File: config.mk
export PLATFORM = sky130hd
export DESIGN_NAME = mult_div_unit
export DESIGN_NICKNAME = d
export VERILOG_FILES = /design/src/rtl/mdu_pkg.sv /design/src/rtl/mdu_addsub.sv /design/src/rtl/mult_div_unit.sv
export SDC_FILE = /design/constraint.sdc
export NUM_CORES = 1
export LEC_CHECK = 0
export CORE_UTILIZATION = 48
export DETAILED_ROUTE_END_ITERATION = 16
export PLACE_DENSITY = 0.75
export SLEW_MARGIN = 20
export SYNTH_ARGS = -nofsm -noshare
export SYNTH_HDL_FRONTEND = slang
export SYNTH_SLANG_ARGS = --single-unit
File: constraint.sdc
create_clock -name clk -period 3.2 [get_ports clk]
set_input_delay 0.64 -clock clk [delete_from_list [all_inputs] [get_ports clk]]
set_output_delay 0.64 -clock clk [all_outputs]
set_load 0.02 [all_outputs]
File: src/rtl/mdu_pkg.sv
// Shared types and constants for the iterative HI/LO multiply/divide unit.
package mdu_pkg;
  localparam int unsigned WIDTH      = 32;
  localparam int unsigned ITER_COUNT = 32;
  localparam int unsigned CNT_W      = $clog2(ITER_COUNT);

  localparam logic [1:0] MDU_MULT  = 2'b00;
  localparam logic [1:0] MDU_MULTU = 2'b01;
  localparam logic [1:0] MDU_DIV   = 2'b10;
  localparam logic [1:0] MDU_DIVU  = 2'b11;

  typedef enum logic [1:0] {
    IDLE = 2'd0,
    CALC = 2'd1,
    FIX  = 2'd2
  } mdu_state_e;

  // Two's-complement negate when en is set.
  function automatic logic [WIDTH-1:0] neg_if(input logic [WIDTH-1:0] x, input logic en);
    return en ? (~x + WIDTH'(1)) : x;
  endfunction

  function automatic logic [WIDTH-1:0] abs_val(input logic [WIDTH-1:0] x, input logic is_signed);
    return neg_if(x, is_signed & x[WIDTH-1]);
  endfunction
endpackage

File: src/rtl/mdu_addsub.sv
// (WIDTH+1)-bit adder/subtractor with carry-out, shared by multiply and divide.
module mdu_addsub
  import mdu_pkg::*;
(
  input  logic [WIDTH:0] a,
  input  logic [WIDTH:0] b,
  input  logic           sub,
  output logic [WIDTH:0] sum,
  output logic           co
);
  localparam int unsigned EXT_W = WIDTH + 2;

  logic [WIDTH:0] b_eff;

  always_comb begin
    b_eff     = sub ? ~b : b;
    {co, sum} = {1'b0, a} + {1'b0, b_eff} + EXT_W'(sub);
  end
endmodule

File: src/rtl/mult_div_unit.sv
// Iterative MULT/MULTU/DIV/DIVU unit holding architectural HI/LO.
// Define MDU_DIV_EN to build the divider; otherwise DIV/DIVU complete as no-ops.
module mult_div_unit
  import mdu_pkg::*;
(
  input  logic             clk,
  input  logic             rst_n,
  input  logic             start,
  input  logic [1:0]       op,
  input  logic [WIDTH-1:0] Op_A,
  input  logic [WIDTH-1:0] Op_B,
  input  logic             hi_write,
  input  logic             lo_write,
  output logic             busy,
  output logic             done,
  output logic [WIDTH-1:0] HI,
  output logic [WIDTH-1:0] LO
);
  mdu_state_e         state;
  logic [CNT_W-1:0]   cnt;
  logic               is_div;
  logic               neg_lo;
  logic [WIDTH:0]     rem;
  logic [WIDTH-1:0]   low;
  logic [WIDTH-1:0]   opnd;

  logic               sgn_c;
  logic [WIDTH-1:0]   lat_opnd_c;
  logic [WIDTH-1:0]   lat_low_c;
  logic               lat_neg_lo_c;
  logic [WIDTH:0]     add_a;
  logic [WIDTH:0]     add_b;
  logic [WIDTH:0]     add_sum;
  logic               add_sub;
  logic               add_co;
  logic [2*WIDTH-1:0] prod;
  logic [2*WIDTH-1:0] prod_neg;
`ifdef MDU_DIV_EN
  logic               neg_hi;
  logic               lat_neg_hi_c;
  logic               div_by_zero_c;
`else
  logic               done_dly;
  logic               unused_co;
`endif

  assign busy     = (state != IDLE);
  assign prod     = {rem[WIDTH-1:0], low};
  assign prod_neg = ~prod + (2*WIDTH)'(1);

  // Operand preparation at issue; a zero divisor keeps the raw dividend so HI returns it.
  always_comb begin
    sgn_c        = ~op[0];
    lat_opnd_c   = abs_val(Op_A, sgn_c);
    lat_low_c    = abs_val(Op_B, sgn_c);
    lat_neg_lo_c = sgn_c & (Op_A[WIDTH-1] ^ Op_B[WIDTH-1]);
`ifdef MDU_DIV_EN
    div_by_zero_c = (Op_B == '0);
    lat_neg_hi_c  = sgn_c & ~div_by_zero_c & Op_A[WIDTH-1];
    if (op[1]) begin
      lat_opnd_c   = abs_val(Op_B, sgn_c);
      lat_low_c    = abs_val(Op_A, sgn_c & ~div_by_zero_c);
      lat_neg_lo_c = lat_neg_lo_c & ~div_by_zero_c;
    end
`endif
  end

  // Multiply adds the multiplicand when the multiplier LSB is set; divide trial-subtracts.
  always_comb begin
    add_a   = rem;
    add_b   = {1'b0, {WIDTH{low[0]}} & opnd};
    add_sub = 1'b0;
`ifdef MDU_DIV_EN
    if (is_div) begin
      add_a   = {rem[WIDTH-1:0], low[WIDTH-1]};
      add_b   = {1'b0, opnd};
      add_sub = 1'b1;
    end
`endif
  end

  mdu_addsub u_addsub (
    .a   (add_a),
    .b   (add_b),
    .sub (add_sub),
    .sum (add_sum),
    .co  (add_co)
  );

`ifndef MDU_DIV_EN
  assign unused_co = add_co;
`endif

  always_ff @(posedge clk or negedge rst_n) begin
    if (!rst_n) begin
      state  <= IDLE;
      cnt    <= '0;
      is_div <= 1'b0;
      neg_lo <= 1'b0;
      rem    <= '0;
      low    <= '0;
      opnd   <= '0;
      HI     <= '0;
      LO     <= '0;
      done   <= 1'b0;
`ifdef MDU_DIV_EN
      neg_hi <= 1'b0;
`else
      done_dly <= 1'b0;
`endif
    end else begin
      done <= 1'b0;
`ifndef MDU_DIV_EN
      done_dly <= 1'b0;
      if (done_dly) done <= 1'b1;
`endif
      case (state)
        IDLE: begin
          if (start) begin
            is_div <= op[1];
            neg_lo <= lat_neg_lo_c;
            opnd   <= lat_opnd_c;
            low    <= lat_low_c;
            rem    <= '0;
            cnt    <= '0;
`ifdef MDU_DIV_EN
            neg_hi <= lat_neg_hi_c;
            state  <= CALC;
`else
            state  <= op[1] ? FIX : CALC;
`endif
          end else begin
            if (hi_write) HI <= Op_A;
            if (lo_write) LO <= Op_A;
          end
        end
        CALC: begin
`ifdef MDU_DIV_EN
          if (is_div) begin
            rem <= add_co ? add_sum : add_a;
            low <= {low[WIDTH-2:0], add_co};
          end else begin
            rem <= {1'b0, add_sum[WIDTH:1]};
            low <= {add_sum[0], low[WIDTH-1:1]};
          end
`else
          rem <= {1'b0, add_sum[WIDTH:1]};
          low <= {add_sum[0], low[WIDTH-1:1]};
`endif
          cnt <= cnt + CNT_W'(1);
          if (cnt == CNT_W'(ITER_COUNT - 1)) state <= FIX;
        end
        FIX: begin
          state <= IDLE;
          if (is_div) begin
`ifdef MDU_DIV_EN
            LO   <= neg_if(low, neg_lo);
            HI   <= neg_if(rem[WIDTH-1:0], neg_hi);
            done <= 1'b1;
`else
            done_dly <= 1'b1;
`endif
          end else begin
            {HI, LO} <= neg_lo ? prod_neg : prod;
            done     <= 1'b1;
          end
        end
        default: state <= IDLE;
      endcase
    end
  end
endmodule

==> summary.txt <==
Status
  • Status: completed

STA
  • Setup repair after global routing missed its margin: false
  • Layout Skew: 0.0105 ns
  • Slew Limit Fails: 0
  • Setup_tns: 0 ns
  • Final critical-path share of the clock period: 95.3%
  • Slew headroom: 37.9%
  • Final hold slack: 0.139 ns
  • Final Setup Violations: 0
  • Final WS setup: 0.152 ns
  • Fmax: 328 MHz
  • Slew @ Worst Pin: 0.931 ns
  • Final-report hold violation count: 0
  • Final min period: 3.05 ns

Logic synthesis
  • Area share of the largest cell type after synthesis: 36.7%
  • Yosys top cell by area: dfrtp_1
  • Most numerous cell in the Yosys netlist: nand2_1
  • Top cells by count, synth: nand2_1 (179), dfrtp_1 (171), o21ai_0 (167)
  • Synth async-reset ratio: 100%
  • Area contributors post-synth: dfrtp_1 (37%), o21ai_0 (7.2%), xnor2_1 (5.8%), nand2_1 (5.8%), xor2_1 (5.0%)
  • Flops & latches, synth: 171
  • Synthesized area per cell: 8.39 sq um
  • EDFF count, synth: 0
  • Netlist cell types: 73
  • Syn_nets: 1498
  • Top_reg_cell synth: dfrtp_1
  • Synth Warn #: 0
  • Register area share after synthesis: 36.7%
  • Cell area after synthesis: 11600 sq um
  • Synth Instances: 1389

Cells and area
  • Layout cells sized above 1: 9.75%
  • ANT cells: 0
  • # fillers: 2030
  • Final nets: 1655
  • P&R area growth vs syn: 23.5%
  • Finished Cell Area: 14400 sq um

Detailed routing
  • Avg Vias per Cell: 6.11
  • DRC Markers: 0
  • DRT iter0 DRCs: 1132
  • DR pass1 iterations: 5
  • Vias: 11.5k
  • Routed WL per cell: 20.7 um
  • Total Wirelength: 38900 um
  • Post-route ant nets: 0

Die
  • Row count: 56
  • Die Area: 24900 sq um
  • Vert. Die Dim: 158 um
  • I/O Pins: 137
  • Core ar.: 23600 sq um
  • Starting density of the core: 49.3%
  • Chip width: 158 um

CTS
  • Root buf cell: clkbuf_16
  • Skew-Pair Late Insertion Delay: 0.44 ns
  • H-tree depth: 4
  • Clock-pin transition on the worst setup and hold timing paths: 0.07 ns
  • CTS buffer count: 17
  • CTS Sinks: 171
  • Clock Tree Buf Depth: 2
  • CTS tree: done

Setup path
  • Worst EP required: 3.51 ns
  • WP data arrival: 3.36 ns
  • Critical path class: register to register
  • Critical path launch point type: register
  • CP Max Fanout: 7
  • Crit end category: register

GRT
  • All-layer global routing usage: 32.2%
  • Pin count of the biggest net entering global routing: 68
  • Grt ovf: 0
  • Global-route wire length before repair: 60600 um
  • Vias in the first global route: 11.0k
  • Initial antenna violation count: 0

Power
  • Cell Pwr Density: 948 nW/um^2
  • Pleak: 5.95 nW
  • Worst vdd ir: 384 uV

Placed design
  • RePlAce Congestion: 0.970
  • Port bufs: 136
  • Dpl hpwl: 29800 um
  • Cell Area, Placed: 13800 sq um
  • Post-place setup slack: -0.204 ns

Min path
  • Hold Path Class: primary input to asynchronous set/reset pin

Flow run
  • Max-cap viol count: 0
==> layout by cell type, fill, tap and decap left out, types with 8 or more instances in the layout <==
cell type          n
and3_1            14
a22oi_1           22
nand2_1          178
xnor2_1           77
buf_4             78
nor2b_1           11
clkbuf_16         17
inv_1             22
a211oi_1           9
o21ai_0          165
nand3_1           13
or3_1             20
nor2_1           104
a21o_1            10
xor2_1            67
nand2b_1          10
clkdlybuf4s50_1  135
ha_1              37
a21oi_1          101
nor3_1            17
nand4_1            8
or4_1             14
o211ai_1           8
nor4_1            13
o31ai_1           45
and2_1            36
o41ai_1           10
or2_2             10
o22ai_1            8
dfrtp_1          169
==> cell type report <==
cell class	instances	area, sq um	share of cell area (%)
clock buffers	19	433	3.01
flip-flops and latches	171	4280	29.8
clock inverters	13	138	0.956
well taps	319	399	2.77
repair buffers	219	2050	14.2
multi-input cells	1115	7010	48.7
inverters	22	82.6	0.574
==> registers in the layout, indices dropped and copies added, names as in the netlist <==
name,flops
done_dly,1
add_a,32
neg_lo,1
low,32
LO,32
cnt,5
HI,32
done,1
state,2
is_div,1
opnd,32
==> metrics by stage <==
step,power [W],cells,util [%]
2_1_floorplan,0.00861,1389,-
3_3_place_gp,0.0112,1846,58.4
3_5_place_dp,0.0114,1846,58.4
4_1_cts,0.0135,1878,60.9
5_1_grt,0.0145,1878,60.9
6_report,0.0137,1878,60.9
==> repair_timing <==
action / 4_1_cts / 5_1_grt
hold buffers: 0 / 0
setup endpoints to repair: 0 / 10
setup buffers: 0 / 0
gates resized for setup: 0 / 7
endpoints found under the hold margin: 0 / 0
==> path summary, 6_finish.rpt <==
kind	slack [ns]	end	depth (start not counted)	from
max	0.15	HI[30]	7	add_a[16]
max in group asynchronous	2.30	add_a[14]	2	rst_n
max reg2reg	0.15	HI[30]	7	add_a[16]
min reg2reg	0.47	opnd[20]	2	opnd[20]
min in group clk	0.47	opnd[20]	2	opnd[20]
min	0.14	LO[14]	1	rst_n
==> worst max-delay path, stage by stage, from the launching register on <==
cell and delay [ns]:
dfrtp_1 0.49, nor4_1 0.77, nand4b_1 0.24, or4b_2 0.68, o31ai_1 0.27, xnor2_1 0.09
mux2i_1 0.24, o21ai_0 0.12
==> cell families after synthesis <==
logic type,count (synthesis),synth area share [%]
mux,6,0.516
simple gates,483,20.6
flops,171,36.7
xor+xnor,144,10.8
compound gates,444,23.8
buf+inv,103,3.40
fa+ha+maj,38,4.15
==> power breakdown <==
part	internal, W	switching [W]
Clock	0.00109	0.000957
Combinational	0.00308	0.00409
Sequential	0.00315	0.00128
Total	0.00732	0.00633
==> routing by layer <==
metal	vias to the layer above	global-route usage [%]	part of all wire, %	wire length (um)
li1	5298	-	-	-
met4	0	15.4	4.3	1650
met5	-	0	0	0
met2	618	49.0	43	16900
met3	97	6.30	9.8	3800
met1	5456	44.0	43	16500
No activity file was read; power rests on OpenSTA's default activity.
